File: src/rtl/id_ex_hazard_stage.sv
// ---------------------------------------------------------------------------
// id_ex_hazard_stage
//
// Decode-to-execute pipeline register for the pipelined MIPS core, with
// load-use hazard detection and bubble insertion.
//
// The stage captures three things for EX:
//   - the control bundle from the opcode decoder,
//   - the register-file operands and PC+4,
//   - the decoded instruction fields and the extended immediate.
//
// When the instruction in EX is a load and the instruction in ID reads the
// loaded register, this stage inserts a bubble. It also raises Stall so
// that the PC and the IF/ID register hold the dependent instruction for one
// cycle. A branch flush also inserts a bubble, and it overrides the stall so
// that IF/ID advances past the squashed instruction.
//
// Parameters
//   N_BITS          datapath width (operands, immediate, PC+4)
//   STALL_CNT_BITS  width of the saturating hazard-bubble counter
//
// Ports
//   clk                 pipeline clock, rising edge
//   reset               asynchronous, active-high; clears every register
//   Instruction_ID      instruction held in IF/ID
//   PC4_ID              PC+4 of that instruction
//   ReadData1_ID/2_ID   register-file outputs for rs / rt
//   *_ID control bits   decoder control bundle, ALUOp_ID is the ALU class
//   Flush               branch taken downstream; squash the ID instruction
//   *_EX outputs        registered control bundle, operands and fields
//   Valid_EX            EX slot holds a real instruction (0 = bubble)
//   Stall               hold PC and IF/ID this cycle (combinational)
//   StallCount          hazard bubbles inserted so far, saturating
// ---------------------------------------------------------------------------
module id_ex_hazard_stage #(
  parameter int N_BITS         = 32,
  parameter int STALL_CNT_BITS = 16
) (
  input  logic                      clk,
  input  logic                      reset,

  input  logic [31:0]               Instruction_ID,
  input  logic [N_BITS-1:0]         PC4_ID,
  input  logic [N_BITS-1:0]         ReadData1_ID,
  input  logic [N_BITS-1:0]         ReadData2_ID,

  input  logic                      RegDst_ID,
  input  logic                      ALUSrc_ID,
  input  logic                      MemtoReg_ID,
  input  logic                      RegWrite_ID,
  input  logic                      MemRead_ID,
  input  logic                      MemWrite_ID,
  input  logic                      BranchNE_ID,
  input  logic                      BranchEQ_ID,
  input  logic [2:0]                ALUOp_ID,

  input  logic                      Flush,

  output logic                      RegDst_EX,
  output logic                      ALUSrc_EX,
  output logic                      MemtoReg_EX,
  output logic                      RegWrite_EX,
  output logic                      MemRead_EX,
  output logic                      MemWrite_EX,
  output logic                      BranchNE_EX,
  output logic                      BranchEQ_EX,
  output logic [2:0]                ALUOp_EX,

  output logic [N_BITS-1:0]         ReadData1_EX,
  output logic [N_BITS-1:0]         ReadData2_EX,
  output logic [N_BITS-1:0]         PC4_EX,
  output logic [N_BITS-1:0]         Immediate_EX,

  output logic [4:0]                Rs_EX,
  output logic [4:0]                Rt_EX,
  output logic [4:0]                Rd_EX,

  output logic                      Valid_EX,
  output logic                      Stall,
  output logic [STALL_CNT_BITS-1:0] StallCount
);

  // ALU class that selects zero extension of the immediate (ORI).
  localparam logic [2:0] ALU_OP_ORI = 3'b101;

  // Decoded fields of the instruction sitting in ID.
  logic [4:0]        rsId;
  logic [4:0]        rtId;
  logic [4:0]        rdId;
  logic [15:0]       immId;
  logic [N_BITS-1:0] immExtId;

  logic usesRtId;
  logic rtEqualsRs;
  logic rtEqualsRt;
  logic loadInEx;
  logic hazard;
  logic insertBubble;

  // The opcode and funct bits are consumed by the decoder upstream; this
  // stage only needs the register fields and the immediate.
  logic unusedOpcode;
  assign unusedOpcode = ^Instruction_ID[31:26];

  assign rsId  = Instruction_ID[25:21];
  assign rtId  = Instruction_ID[20:16];
  assign rdId  = Instruction_ID[15:11];
  assign immId = Instruction_ID[15:0];

  // Immediate extension: ORI takes its immediate zero-extended, every other
  // class sign-extends from bit 15 (loads, stores, ADDI, branch offsets).
  always_comb begin
    immExtId = '0;
    if (ALUOp_ID == ALU_OP_ORI) begin
      immExtId = {{(N_BITS-16){1'b0}}, immId};
    end else begin
      immExtId = {{(N_BITS-16){immId[15]}}, immId};
    end
  end

  // The ID instruction reads rt as a source when it is an R-type (RegDst),
  // a store (rt is the store data) or a branch (rt is compared). For loads,
  // ADDI and ORI rt is only the destination, so a match there is harmless.
  assign usesRtId = RegDst_ID | MemWrite_ID | BranchEQ_ID | BranchNE_ID;

  // Load-use detection. A load targeting $zero never produces a value that
  // anyone can consume, so Rt_EX == 0 is excluded. Valid_EX guards against
  // stale fields left behind in a bubble slot.
  assign loadInEx   = Valid_EX & MemRead_EX & (Rt_EX != 5'd0);
  assign rtEqualsRs = (Rt_EX == rsId);
  assign rtEqualsRt = usesRtId & (Rt_EX == rtId);
  assign hazard     = loadInEx & (rtEqualsRs | rtEqualsRt);

  // A squashed instruction must never hold the front end, otherwise IF/ID
  // would keep re-presenting the instruction the branch is discarding.
  assign Stall = hazard & ~Flush;

  // Both a hazard and a flush turn the EX slot into a bubble.
  assign insertBubble = hazard | Flush;

  // Control bundle and valid bit. These are the only registers that must
  // be cleared for a bubble: with every control bit low the EX slot cannot
  // write a register, touch memory or branch.
  always_ff @(posedge clk or posedge reset) begin
    if (reset) begin
      RegDst_EX   <= 1'b0;
      ALUSrc_EX   <= 1'b0;
      MemtoReg_EX <= 1'b0;
      RegWrite_EX <= 1'b0;
      MemRead_EX  <= 1'b0;
      MemWrite_EX <= 1'b0;
      BranchNE_EX <= 1'b0;
      BranchEQ_EX <= 1'b0;
      ALUOp_EX    <= 3'b000;
      Valid_EX    <= 1'b0;
    end else if (insertBubble) begin
      RegDst_EX   <= 1'b0;
      ALUSrc_EX   <= 1'b0;
      MemtoReg_EX <= 1'b0;
      RegWrite_EX <= 1'b0;
      MemRead_EX  <= 1'b0;
      MemWrite_EX <= 1'b0;
      BranchNE_EX <= 1'b0;
      BranchEQ_EX <= 1'b0;
      ALUOp_EX    <= 3'b000;
      Valid_EX    <= 1'b0;
    end else begin
      RegDst_EX   <= RegDst_ID;
      ALUSrc_EX   <= ALUSrc_ID;
      MemtoReg_EX <= MemtoReg_ID;
      RegWrite_EX <= RegWrite_ID;
      MemRead_EX  <= MemRead_ID;
      MemWrite_EX <= MemWrite_ID;
      BranchNE_EX <= BranchNE_ID;
      BranchEQ_EX <= BranchEQ_ID;
      ALUOp_EX    <= ALUOp_ID;
      Valid_EX    <= 1'b1;
    end
  end

  // Operands, PC+4, immediate and register fields. These load on every
  // edge, bubble or not: while Valid_EX is low nothing downstream looks at
  // them, and the hazard logic is gated by Valid_EX as well.
  always_ff @(posedge clk or posedge reset) begin
    if (reset) begin
      ReadData1_EX <= '0;
      ReadData2_EX <= '0;
      PC4_EX       <= '0;
      Immediate_EX <= '0;
      Rs_EX        <= 5'd0;
      Rt_EX        <= 5'd0;
      Rd_EX        <= 5'd0;
    end else begin
      ReadData1_EX <= ReadData1_ID;
      ReadData2_EX <= ReadData2_ID;
      PC4_EX       <= PC4_ID;
      Immediate_EX <= immExtId;
      Rs_EX        <= rsId;
      Rt_EX        <= rtId;
      Rd_EX        <= rdId;
    end
  end

  // Hazard-bubble counter. Only real stalls are counted; a flush bubble,
  // even one that coincides with a hazard, is not. The counter sticks at
  // all-ones rather than wrapping so that a long run still reads as "many".
  always_ff @(posedge clk or posedge reset) begin
    if (reset) begin
      StallCount <= '0;
    end else if (Stall && (StallCount != {STALL_CNT_BITS{1'b1}})) begin
      StallCount <= StallCount + 1'b1;
    end
  end

endmodule

File: config.mk
export PLATFORM = sky130hd
export DESIGN_NAME = id_ex_hazard_stage
export DESIGN_NICKNAME = d
export VERILOG_FILES = /design/src/rtl/id_ex_hazard_stage.sv
export SDC_FILE = /design/constraint.sdc
export NUM_CORES = 1
export LEC_CHECK = 0
export ABC_AREA = 1
export BUFFER_PORTS_ARGS = -buffer_cell sky130_fd_sc_hd__buf_4
export CAP_MARGIN = 20
export CORE_AREA = 2 2 121 123
export CTS_CLUSTER_DIAMETER = 150
export DETAILED_ROUTE_END_ITERATION = 10
export DIE_AREA = 0 0 123 125
export PLACE_DENSITY = 0.68
export SYNTH_ARGS = -nofsm -noshare
export SYNTH_HDL_FRONTEND = slang
export SYNTH_SLANG_ARGS = --single-unit
export TNS_END_PERCENT = 100
File: constraint.sdc
create_clock -name clk -period 5.17 [get_ports clk]
set_clock_uncertainty 0.2 [all_clocks]
set_input_delay 0.2585 -clock clk [delete_from_list [all_inputs] [get_ports clk]]
set_output_delay 0.2585 -clock clk [all_outputs]
set_load 0.01 [all_outputs]
-- Word-level counts from Yosys, hierarchy flattened
Index checks and enable logic that the tools add are counted.
- logic and storage cells: 47
- RAM bits: 0
- bits in latches: 0
- bits of input ports: 142
- memory bits (read-only): 0
- memories kept: 0
- output and inout port bits: 172
- register bits after elaboration: 171
- muxes and demuxes: 11
- $lt $le $gt $ge: 0
- divide/modulo/power cells: 0
- eq/ne operators: 4
- bitwise logic cells: 11
- reduce and logical (&&, ||, !) cells: 2
- $mul: 0
- shift-type cells: 0
- $add $sub $neg: 1
- operator list (cell ; count):
    $mux W32 ; 1
    $add A16 B1 Y16 const B ; 1
    $ne A16 B16 Y1 const B ; 1
    $eq A5 B5 Y1 ; 2
    $mux W1 ; 9
    $and A1 B1 Y1 ; 5
    $or A1 B1 Y1 ; 5
    $reduce_bool A5 Y1 ; 1
    $eq A3 B3 Y1 const B ; 1
    $mux W3 ; 1
    $logic_and A1 B1 Y1 ; 1
    $not A1 Y1 ; 1

-- Depth between registers and ports, before layout
- depth in word-level cells: 8
- mapped depth: 12
- gate-level depth less buffers: 11

-- Least setup slack after synthesis
No wires, ideal clock.
- path kind: register to register
- start: reg StallCount[0]
- end: reg StallCount[5]
- stages on the path, launching flop included: 9
- data required time: 4853 ps
- setup slack: 3393 ps
- buffers on the path: 1
- library setup time: 117 ps
- period minus slack after synthesis: 1777 ps
- arrival: 1460 ps
- cells stage by stage: dfrtp_1 ha_1 nand3_1 inv_1 nand4_1 nand4_2 buf_2 nand2_1 nand2_1
- word-level cells in the longest chain between the ends: 2
- elaborated cells on any way between the ends: 3
- those cells by class: add/sub: 1; eq/ne: 1; reduce/logical: 1
- ends and longest elaborated chain (element ; RTL line ; text):
    from (decl) ; 80 ; output logic [STALL_CNT_BITS-1:0] StallCount
    from (signal assigned) ; 211 ; StallCount <= StallCount + 1'b1;
    branches (longest 2 deep; another with $add A16 B1 Y16) ; n/a ;
Several ways; the timed one is not identified.
A chain may end at the register's enable or synchronous reset.

-- Worst setup path after layout
- start: in Instruction_ID[16]
- end: out Stall
- word-level cells in the longest chain between the ends: 5
- ends and longest elaborated chain (element ; RTL line ; text):
    from (decl) ; 42 ; input logic [31:0] Instruction_ID,
    $eq A5 B5 Y1 ; 131 ; assign rtEqualsRt = usesRtId & (Rt_EX == rtId);
    $and A1 B1 Y1 ; 131 ;
    $or A1 B1 Y1 ; 132 ; assign hazard = loadInEx & (rtEqualsRs | rtEqualsRt);
    $and A1 B1 Y1 ; 132 ;
    $and A1 B1 Y1 ; 136 ; assign Stall = hazard & ~Flush;
    to (decl) ; 79 ; output logic Stall,
No other way between the ends.

==> flow_metrics.tcl <==
set metrics [dict create \
    status "finished clean" \
    postLayoutCellArea_um2 9210 \
    cts.reportedPaths.clkPinSlew_ns 0.06 \
    initial_core_util 0.341 \
    ys_ff_latch 151 \
    final_common_cell "buf_4" \
    worstPathArrival_ns 1.68 \
    grt_start_max_net_pins 106 \
    fin_crit_sh 0.414 \
    htreeDepth 4 \
    overflow 0 \
    die-area_um2 15400 \
    grt_pass1_vias 4697 \
    wl_per_cell_um 16.2 \
    cts_tree "built" \
    final_nets 956 \
    drc 0 \
    cp-end-kind "output pin" \
    grt_pass1_wl_um 24900 \
    dpl.hpwl_um 10500 \
    use_met2 0.380 \
    syn-num-nets 517 \
    rsz0062_at_grt "no" \
    fmax_ghz 0.468 \
    fin_crit_ns 2.14 \
    cts_hold_buf 135 \
    drive_gt1_frac 0.421 \
    synth_cells 374 \
    power.leakage_nw 4.77 \
    seq_area_frac_synth 0.780 \
    fin_util 0.649 \
    setup_viol 0 \
    cts_setup_buffers 0 \
    num_rows 44 \
    post-place-ws_ns 3.11 \
    relSlewSlack 0.374 \
    synth_area_per_cell_um2 13.0 \
    finalPower_w 0.00297 \
    synth_area_um2 4840 \
    fin_tns_setup_ns 0 \
    ys_warn_count 0 \
    dr.first_iter.drc_count 176 \
    routed_wl_um 16400 \
    core-area_um2 14200 \
    worstSetupPathType "input pin to output pin" \
    peakVddDrop_v 0.000210 \
    antenna_found_initial 2 \
    cts_buffers 17 \
    power_density_nw_per_um2 323 \
    port_buffers 307 \
    hold_path_class "input pin to flip-flop" \
    die_y_um 125 \
    clock-root-buffer "clkbuf_16" \
    grt_usage 0.218 \
    synth_cell_types 19 \
    busiest_layer "met2" \
    regToRegSetupSlack_ns 3.13 \
    clk_path_buf_depth 2 \
    clk_latency_ns 0.41 \
    syn_to_final_growth_pct 90.2 \
    slew_violations 0 \
    cts-resized-gates 0 \
    drv_cap 0 \
    critPathLaunchType "input pin" \
    die_w_um 123 \
    final-hold-violation-count 0 \
    vias 4281 \
    mostFrequentLayoutCells "buf_4, dfrtp_1, dlygate4sd3_1" \
    antenna_left 0 \
    required_ns 4.71 \
    worst_pin_slew_ns 0.939 \
    vias_per_cell 4.23 \
    gp_congestion 0.821 \
    io_pins 314 \
    first_pass_iters 5 \
    met1_usage 0.234 \
    worst_slack_ns 3.03 \
    grtUsageMet3 0.0789 \
    clock-sinks 151 \
    dpl_cell_area_um2 7220 \
    crit_fanout 3 \
]
==> logic make-up after synthesis <==
family          count (synthesis)  synth area share
compound gates                  1           0.00155
xor+xnor                       15            0.0271
fa+ha+maj                       1           0.00258
buf+inv                        69            0.0710
flops                         151             0.780
simple gates                  137             0.118
==> flip-flops by register name, summed over array words and instances, names as in the netlist <==
name          flops
ALUOp_EX          3
ALUSrc_EX         1
BranchEQ_EX       1
BranchNE_EX       1
Immediate_EX     13
MemRead_EX        1
MemWrite_EX       1
MemtoReg_EX       1
PC4_EX           32
Rd_EX             4
ReadData1_EX     32
ReadData2_EX     32
RegDst_EX         1
RegWrite_EX       1
Rs_EX             5
Rt_EX             5
StallCount       16
Valid_EX          1
==> routing by layer <==
layer,part of all wire,wire length [um]
met3,0.090,1480
met1,0.36,5990
met5,0.00067,11
met2,0.51,8380
met4,0.033,541
==> critical path: stages <==
cell and delay, ns:
dlygate4sd3_1 0.54, buf_4 0.14, inv_1 0.05, nand2_1 0.06
nand2_1 0.05, nand2_1 0.06, inv_1 0.06, nand3_1 0.07
nand2_2 0.10, nand3_2 0.10, inv_1 0.08, buf_4 0.11
==> per-stage QoR <==
stage / std cells / hold slack (ns)
2_1_floorplan: 374 / 0.0899
3_3_place_gp: 843 / 0.168
3_5_place_dp: 843 / 0.169
4_1_cts: 1010 / 0.106
5_1_grt: 1011 / 0.138
6_report: 1011 / 0.122
==> cells in the mapped netlist <==
| master | n | area share |
|---|---|---|
| buf_4 | 20 | 0.031 |
| xnor2_1 | 4 | 0.0072 |
| xor2_1 | 11 | 0.020 |
| buf_2 | 2 | 0.0021 |
| nand2_1 | 90 | 0.070 |
| inv_2 | 3 | 0.0023 |
| nor2_4 | 1 | 0.0023 |
| nand3_1 | 9 | 0.0093 |
| buf_6 | 1 | 0.0023 |
| ha_1 | 1 | 0.0026 |
| nand2_2 | 1 | 0.0013 |
| nor2_1 | 23 | 0.018 |
| o31ai_1 | 1 | 0.0016 |
| nand4_2 | 1 | 0.0026 |
| dfrtp_1 | 151 | 0.78 |
| inv_1 | 43 | 0.033 |
| nand3_2 | 1 | 0.0021 |
| nor3_1 | 7 | 0.0072 |
| nand4_1 | 4 | 0.0052 |
==> final cells by class <==
| cell class | instances | area, um2 |
|---|---|---|
| clock inverters | 15 | 213 |
| fillers | 1019 | 4990 |
| clock buffers | 17 | 425 |
| well taps | 184 | 230 |
| inverters | 46 | 178 |
| flip-flops and latches | 151 | 3780 |
| diodes | 1 | 2.50 |
| repair buffers | 443 | 3660 |
| multi-input cells | 154 | 721 |
==> where the power goes <==
part           switching (W)  total [W]  internal (W)
sequential         0.0000277    0.00127       0.00124
clock               0.000519    0.00134      0.000821
combinational       0.000148   0.000368      0.000220
total               0.000695    0.00297       0.00228
==> final timing paths <==
| check | start | end | cells past startpoint |
|---|---|---|---|
| max in group asynchronous | reset | MemWrite_EX | 4 |
| max | Instruction_ID[16] | Stall | 12 |
| min reg2reg | StallCount[15] | StallCount[15] | 2 |
| min in group asynchronous | reset | PC4_EX[26] | 3 |
| max reg2reg | StallCount[0] | StallCount[3] | 7 |
| min | Flush | StallCount[10] | 6 |
Note: power is estimated with default switching activity, not from simulation.
